**config.mk**
```make
export PLATFORM = sky130hd
export DESIGN_NAME = dram_arbiter
export DESIGN_NICKNAME = d
export VERILOG_FILES = /design/src/rtl/dram_arbiter_pkg.sv /design/src/rtl/arb_slot.sv /design/src/rtl/dram_arbiter.sv
export SDC_FILE = /design/constraint.sdc
export NUM_CORES = 1
export LEC_CHECK = 0
export CORE_MARGIN = 5
export CORE_UTILIZATION = 42
export CTS_CLUSTER_DIAMETER = 60
export DETAILED_ROUTE_END_ITERATION = 7
export HOLD_SLACK_MARGIN = 0.12
export PLACE_DENSITY_LB_ADDON = 0.12
export SYNTH_ARGS = -nofsm -noshare
export SYNTH_HDL_FRONTEND = slang
export SYNTH_SLANG_ARGS = --single-unit
```
**constraint.sdc**
```tcl
create_clock -name clock -period 1.5 [get_ports clock]
set_input_delay 0.225 -clock clock [delete_from_list [all_inputs] [get_ports clock]]
set_output_delay 0.225 -clock clock [all_outputs]
set_load 0.005 [all_outputs]
```
**src/rtl/dram_arbiter_pkg.sv**
```systemverilog
// Shared memory-port types, arbiter FSM states and owner encoding.
package wires;

  // Request from a requester towards memory.
  typedef struct packed {
    logic        mem_valid;
    logic        mem_instr;
    logic [1:0]  mem_mode;
    logic [31:0] mem_addr;
    logic [31:0] mem_wdata;
    logic [3:0]  mem_wstrb;
  } mem_in_type;

  // Response from memory back to a requester.
  typedef struct packed {
    logic        mem_ready;
    logic        mem_error;
    logic [31:0] mem_rdata;
  } mem_out_type;

  typedef enum logic [1:0] {
    stIdle,
    stIssue,
    stWait
  } arb_state_t;

  localparam logic OWN_INSTR = 1'b0;
  localparam logic OWN_DATA  = 1'b1;

endpackage

```
**src/rtl/arb_slot.sv**
```systemverilog
// Single-entry pending request register for one requester port.
module arb_slot
  import wires::*;
(
  input  logic       reset,
  input  logic       clock,
  input  mem_in_type req_in,
  input  logic       capture,
  input  logic       free,     // releases the slot once its response is delivered
  output logic       pending,
  output mem_in_type req_out
);

  // Hold the captured request until the owner's response has been returned.
  always_ff @(posedge clock or negedge reset) begin
    if (!reset) begin
      pending <= 1'b0;
      req_out <= '0;
    end else if (capture) begin
      pending <= 1'b1;
      req_out <= req_in;
    end else if (free) begin
      pending <= 1'b0;
    end
  end

endmodule

```
**src/rtl/dram_arbiter.sv**
```systemverilog
// Two-port (instruction/data) arbiter in front of the single DRAM controller port.
// One transaction outstanding downstream; responses are routed back combinationally.
module dram_arbiter
  import wires::*;
#(
  parameter int unsigned PRIORITY = 1
) (
  input  logic        reset,
  input  logic        clock,
  input  mem_in_type  imem_in,
  output mem_out_type imem_out,
  input  mem_in_type  dmem_in,
  output mem_out_type dmem_out,
  output mem_in_type  dram_in,
  input  mem_out_type dram_out
);

  arb_state_t state_q, state_d;
  logic       owner_q, owner_d;
  logic       last_grant_q, last_grant_d;
  mem_in_type dram_q, dram_d;

  logic       i_pend, d_pend;
  mem_in_type i_req, d_req;
  logic       i_capture, d_capture;
  logic       i_free, d_free;
  logic       resp_fire;
  logic       tie;
  logic       win;

  // An occupied slot (pending or in flight) ignores further pulses.
  assign i_capture = imem_in.mem_valid & ~i_pend;
  assign d_capture = dmem_in.mem_valid & ~d_pend;

  assign resp_fire = (state_q == stWait) & dram_out.mem_ready;
  assign i_free    = resp_fire & (owner_q == OWN_INSTR);
  assign d_free    = resp_fire & (owner_q == OWN_DATA);

  arb_slot u_slot_instr (
    .reset   (reset),
    .clock   (clock),
    .req_in  (imem_in),
    .capture (i_capture),
    .free    (i_free),
    .pending (i_pend),
    .req_out (i_req)
  );

  arb_slot u_slot_data (
    .reset   (reset),
    .clock   (clock),
    .req_in  (dmem_in),
    .capture (d_capture),
    .free    (d_free),
    .pending (d_pend),
    .req_out (d_req)
  );

  // Grant selection; last_grant records the winner of the most recent contested grant.
  always_comb begin
    tie = i_pend & d_pend;
    if (tie) begin
      win = (PRIORITY != 0) ? OWN_DATA : ~last_grant_q;
    end else begin
      win = d_pend ? OWN_DATA : OWN_INSTR;
    end
  end

  // Next-state logic: select in stIdle, pulse in stIssue, wait for the response in stWait.
  always_comb begin
    state_d      = state_q;
    owner_d      = owner_q;
    last_grant_d = last_grant_q;
    dram_d       = dram_q;
    case (state_q)
      stIdle: begin
        if (i_pend | d_pend) begin
          owner_d          = win;
          dram_d           = (win == OWN_DATA) ? d_req : i_req;
          dram_d.mem_valid = 1'b0;
          if (tie) begin
            last_grant_d = win;
          end
          state_d = stIssue;
        end
      end
      stIssue: state_d = stWait;
      stWait: begin
        if (dram_out.mem_ready) begin
          state_d = stIdle;
        end
      end
      default: state_d = stIdle;
    endcase
  end

  // State, owner, arbitration history and downstream request registers.
  always_ff @(posedge clock or negedge reset) begin
    if (!reset) begin
      state_q      <= stIdle;
      owner_q      <= OWN_INSTR;
      last_grant_q <= OWN_INSTR;
      dram_q       <= '0;
    end else begin
      state_q      <= state_d;
      owner_q      <= owner_d;
      last_grant_q <= last_grant_d;
      dram_q       <= dram_d;
    end
  end

  // Downstream request and owner-routed response outputs.
  always_comb begin
    dram_in           = dram_q;
    dram_in.mem_valid = (state_q == stIssue);
    imem_out          = i_free ? dram_out : '0;
    dmem_out          = d_free ? dram_out : '0;
  end

endmodule

```
==> run_results.csv, run 1 <==
group,metric,value,unit
status,status,"complete, but fails checks",
status,failed_checks,"setup timing",
place,post-place-ws,-0.6377,ns
critical_path,r2r_start,"state_q[0]",
sta,tightest_slew,0.5056,ns
sta,min_period,2.089,ns
sta,finalSetupViolCount,212,
final_layout,drive_above_1_share,0.5412,
sta,whs,0.2503,ns
final_layout,syn_to_final_growth,57.71,%
synthesis,ys_top_cells_by_area,"dfrtp_1 (54%), mux2_4 (20%), mux2_2 (16%)",
pwr,vdd_drop_max,1034,uV
die,io_pins,320,
sta,fin_crit_sh,1.393,
pwr,p_leak,7.333,nW
place,dp.cells,1259,
synthesis,yosysTopAreaCell,"dfrtp_1",
die,core_region_area,0.02361,mm^2
critical_path,reg2reg_depth,7,
place,io_buffers,319,
pwr,power,33.11,mW
place,postPlaceCellArea,0.01382,mm^2
final_layout,fin_nets,1216,
pwr,power_density,2076,mW/mm^2
critical_path,rr_endpoint,"dram_in[68]",
critical_path,crit_type,"reg -> out",
critical_path,crit_fanout,7,
die,start_util,0.4283,
route,drt-pass1-iter-count,4,
die,die_area,0.02728,mm^2
grt,antenna_found_initial,4,
final_layout,design_area,0.01595,mm^2
clock_tree,clock-sinks,218,
route,dr_total_vias,6787,
die,die_x,165.2,um
route,wl_per_cell,23.09,um
clock_tree,h-tree-depth,1,
sta,hold_violations,0,
clock_tree,cts.path.max_buffers,3,
sta,drv_slew,0,
synthesis,syn-num-nets,801,
critical_path,reg2reg_slack,-0.31,ns
die,rows,56,
route,wirelength,31750,um
final_layout,fin_util,0.6755,
synthesis,synth_cells,621,
synthesis,ys_warn_count,0,
clock_tree,cts_tree,"done",
die,die_h,165.2,um
route,drc_errors,0,
run,cap_violations,0,
grt,grt_max_degree,54,
synthesis,ys.flop_type,"dfrtp_1",
synthesis,yosysMostFrequentCell,"dfrtp_1",
sta,skew,0.01971,ns
critical_path,required,1.27,ns
place,place.gp.congestion,0.8551,
clock_tree,cts-root-buf,"clkbuf_16",
grt,grt.overflow.total,0,
clock_tree,path_clk_slew,0.06,ns
sta,relSlewSlack,0.6630,
synthesis,synth.yosys.seq_area_share,0.5394,
synthesis,synth_common_cells,"dfrtp_1 (218), mux2_2 (147), mux2_4 (138), and2_1 (66), buf_6 (17)",
synthesis,syn_area,0.01011,mm^2
critical_path,arrival,1.86,ns
grt,grt_pass1_vias,7869,
critical_path,critPathCapture,"imem_out[16]",
grt,grt_usage,0.2229,
route,ant_nets,0,
sta,timing.final.ws_setup,-0.5890,ns
synthesis,avgSynthCellArea,16.29,um^2
critical_path,cp-end-kind,"primary output",
sta,rsz0062_at_grt,"yes",
synthesis,synth_edf_count,0,
synthesis,synth-seq-cells,218,
synthesis,synth.distinct_cells,18,
route,viasPerCell,4.936,
synthesis,async_flop_share,1.000,
worst_hold_path,min_path_type,"in -> async",
sta,tns,-55.77,ns
route,drt_iter0_markers,330,
clock_tree,clock_latency,0.51,ns
sta,fmax,478.7,MHz
critical_path,start_kind,"register",
final_layout,final.fill_count,1714,
place,hpwlAfterDp,21680,um
grt,grt_pass1_wl,46620,um
final_layout,finalNonFillerCells,1375,
clock_tree,cts_inserted_buffers,25,
critical_path,crit_path_start,"state_q[0]",
synthesis,synth_top_area_frac,0.5394,
-- worst min-delay path by stage --
stage,depth (start not counted),slack (ns),endpoint
2_1_floorplan,0,-0.07,dram_in[0]
3_3_place_gp,1,0.23,u_slot_data.req_out[13]
3_5_place_dp,1,0.24,u_slot_instr.req_out[13]
4_1_cts,2,0.27,dram_in[13]
5_1_grt,2,0.28,u_slot_data.req_out[13]
6_report,2,0.25,u_slot_data.req_out[13]
-- state kept, by name (all words and copies together), names as in the netlist --
| signal | flops |
|---|---|
| dram_in | 71 |
| owner_q | 1 |
| state_q | 2 |
| u_slot_data.pending | 1 |
| u_slot_data.req_out | 71 |
| u_slot_instr.pending | 1 |
| u_slot_instr.req_out | 71 |
-- final cells by class --
cell class,instances,area (um^2),area share
antenna,1,2.502,0.0001569
clock buffer,37,730.7,0.04581
clock inverter,9,148.9,0.009335
inverter,2,7.507,0.0004707
multi-input combinational,361,4423,0.2773
sequential,218,5459,0.3422
tap,319,399.1,0.02502
timing repair buffer,428,4780,0.2997
-- cell usage in the layout (no fill, tap or decap), drive strengths merged, types with 3 or more instances in the layout --
| master | n |
|---|---|
| clkinv | 4 |
| and2 | 66 |
| dfrtp | 218 |
| clkdlybuf4s50 | 178 |
| buf | 169 |
| bufinv | 4 |
| clkbuf | 46 |
| mux2 | 285 |
| inv | 3 |
| dlygate4sd2 | 71 |
-- critical path, cell delays in order (launching register included) --
cell,delay [ns]
dfrtp_1,0.41
and4bb_4,0.37
buf_8,0.12
buf_8,0.12
buf_4,0.11
and2_4,0.13
buf_6,0.10
-- logic make-up (layout without fill, tap and decap cells) --
| logic type | after synthesis | after routing | share of synthesized area |
|---|---|---|---|
| and+or+nand+nor | 73 | 73 | 0.04639 |
| other | 0 | 1 | 0 |
| buffers and inverters | 42 | 476 | 0.04293 |
| AOI/OAI and AO/OA | 3 | 3 | 0.002721 |
| muxes | 285 | 285 | 0.3686 |
| DFF | 218 | 218 | 0.5394 |
-- power by group --
part	switching [mW]	internal (mW)	leakage, nW
combinational	5.18	10.8	4.31
clock	2.37	4.05	0.435
sequential	1.72	8.99	2.59
total	9.26	23.8	7.33
-- metal layers --
layer  GRT usage  part of all wire
met2      0.4098              0.53
met4     0.05444             0.029
met3     0.06180             0.076
met5           0            0.0013
met1      0.2559              0.37
-- repair_timing --
action                                  4_1_cts  5_1_grt
endpoints found under the hold margin       170        0
resized for setup                           417      140
pin swaps                                    10       24
cloned                                       15        7
buffers inserted                             44       17
endpoints found under the setup margin      248      212
hold buffers                                  1        0
No activity file was read; power rests on OpenSTA's default activity.
==> inputs of run 2 (changes only) <==
Settings changed: CORE_UTILIZATION 42 to 44, CTS_BUF_LIST from default to sky130_fd_sc_hd__clkbuf_4, SETUP_SLACK_MARGIN from default to 0.05.
==> run_results.csv, run 2 (synthesis results as in run 1) <==
group,metric,value,unit
grt,grt_usage,0.2269,
sta,timing.final.ws_setup,-0.7530,ns
sta,tightest_slew,0.2667,ns
critical_path,r2r_start,"state_q[0]",
clock_tree,h-tree-depth,2,
route,wirelength,33600,um
die,die_h,161.6,um
run,cap_violations,0,
sta,fmax,443.9,MHz
clock_tree,cts_tree,"done",
grt,grt_pass1_vias,8425,
sta,drv_slew,0,
die,core_region_area,0.02264,mm^2
pwr,vdd_drop_max,1028,uV
clock_tree,cts-root-buf,"clkbuf_4",
place,io_buffers,319,
sta,rsz0062_at_grt,"yes",
grt,antenna_found_initial,2,
clock_tree,cts.path.max_buffers,3,
pwr,power_density,2011,mW/mm^2
sta,fin_crit_sh,1.502,
grt,grt_pass1_wl,46430,um
route,dr_total_vias,7428,
sta,hold_violations,0,
pwr,p_leak,7.934,nW
final_layout,drive_above_1_share,0.5962,
status,status,"complete, but fails checks",
route,met2_length,17490,um
critical_path,arrival,2.03,ns
clock_tree,clock-sinks,218,
route,wl_per_cell,22.20,um
grt,grt.overflow.total,0,
die,die_x,161.6,um
final_layout,final_common_cell,"dfrtp_1",
sta,min_period,2.253,ns
final_layout,fin_nets,1365,
final_layout,final_cell_mix,"dfrtp_1 (217), mux2_4 (208), clkdlybuf4s50_1 (178)",
final_layout,syn_to_final_growth,65.62,%
critical_path,crit_fanout,4,
sta,skew,0.02763,ns
route,ant_nets,0,
place,hpwlAfterDp,20570,um
clock_tree,path_clk_slew,0.07,ns
status,failed_checks,"setup timing",
route,wl_met1,12640,um
place,place.gp.congestion,0.9053,
route,drt_iter0_markers,255,
die,io_pins,320,
route,highest_layer,"met4",
critical_path,crit_path_start,"state_q[0]",
worst_hold_path,min_path_type,"in -> reg",
worst_hold_path,hp-start,"imem_in[70]",
sta,finalSetupViolCount,276,
pwr,power,33.69,mW
route,drt-pass1-iter-count,4,
clock_tree,clock_latency,0.69,ns
critical_path,crit_type,"reg -> out",
grt,grt_max_degree,46,
die,rows,55,
critical_path,required,1.27,ns
final_layout,final.fill_count,1416,
die,start_util,0.4467,
critical_path,cp-end-kind,"primary output",
sta,whs,0.1721,ns
clock_tree,cts_inserted_buffers,59,
die,die_area,0.02612,mm^2
critical_path,start_kind,"register",
sta,relSlewSlack,0.8217,
route,met3_wirelength,2657,um
route,drc_errors,0,
route,viasPerCell,4.909,
[run 2: cell count changes in the layout (fill, tap and decap cells not counted), moves of 13 or more]
| cell | previous run | this run |
|---|---|---|
| clkbuf_4 | 0 | 87 |
| buf_2 | 4 | 78 |
| dlygate4sd3_1 | 1 | 65 |
| clkbuf_16 | 31 | 14 |
| buf_4 | 35 | 88 |
| dlygate4sd2_1 | 71 | 0 |
| mux2_4 | 143 | 208 |
| mux2_2 | 142 | 77 |
| buf_6 | 86 | 73 |
[run 2: timing repair]
item | in CTS | in global routing
gates resized for setup | 583 | 201
gates cloned | 5 | 16
hold endpoints to repair | 281 | 0
buffers inserted | 47 | 46
endpoints found under the setup margin | 350 | 351
hold buffers | 66 | 0
pin swaps | 7 | 19
[run 2: critical path, cell delays in order, from the launching register on]
cell	delay (ns)
dfrtp_1	0.42
and4b_2	0.40
buf_12	0.15
clkbuf_16	0.14
and2_1	0.13
buf_2	0.12
[run 2: area by class of cell]
| cell class | instances | area, um^2 | share of cell area |
|---|---|---|---|
| Tap cell | 285 | 356.6 | 0.02129 |
| Multi-Input combinational cell | 361 | 4632 | 0.2765 |
| Inverter | 2 | 7.507 | 0.0004482 |
| Antenna cell | 2 | 5.005 | 0.0002988 |
| Sequential cell | 218 | 5459 | 0.3259 |
| Timing Repair Buffer | 543 | 5573 | 0.3327 |
| Clock buffer | 87 | 653.1 | 0.03899 |
| Clock inverter | 15 | 63.81 | 0.003810 |
[run 2: power breakdown]
group	switching (mW)	leakage (nW)	internal, mW
logic	5.64	4.92	12.2
registers	1.74	2.59	8.99
clock network	2.50	0.424	2.63
total	9.88	7.93	23.8
[run 2: path summary, 6_finish.rpt]
kind | cells after the start | slack (ns) | endpoint
min | 2 | 0.17 | u_slot_instr.req_out[70]
min in group asynchronous | 4 | 0.71 | u_slot_instr.req_out[20]
max in group asynchronous | 4 | 0.53 | u_slot_data.req_out[51]
max | 5 | -0.75 | dmem_out[21]
min reg2reg | 1 | 0.51 | u_slot_instr.req_out[1]
max reg2reg | 8 | -0.46 | dram_in[9]
[run 2: through the flow]
stage,cell area (um^2),setup WS (ns),std cells,utilization,TNS [ns]
final,16750,-0.7530,1513,0.7398,-87.03
after global routing,16750,-0.8388,1513,0.7398,-98.56
after CTS,15350,-0.7815,1451,0.6779,-70.47
after detailed placement,13870,-0.6151,1231,0.6126,-64.56
after global placement,13870,-0.5788,1231,0.6126,-59.34
after floorplan,10110,0.1095,621,-,0
[run 2: layer usage]
| metal | GRT usage | up-vias |
|---|---|---|
| met1 | 0.2506 | 3752 |
| li1 | - | 3351 |
| met5 | 0 | - |
| met2 | 0.4062 | 271 |
| met4 | 0.07920 | 0 |
| met3 | 0.07987 | 54 |
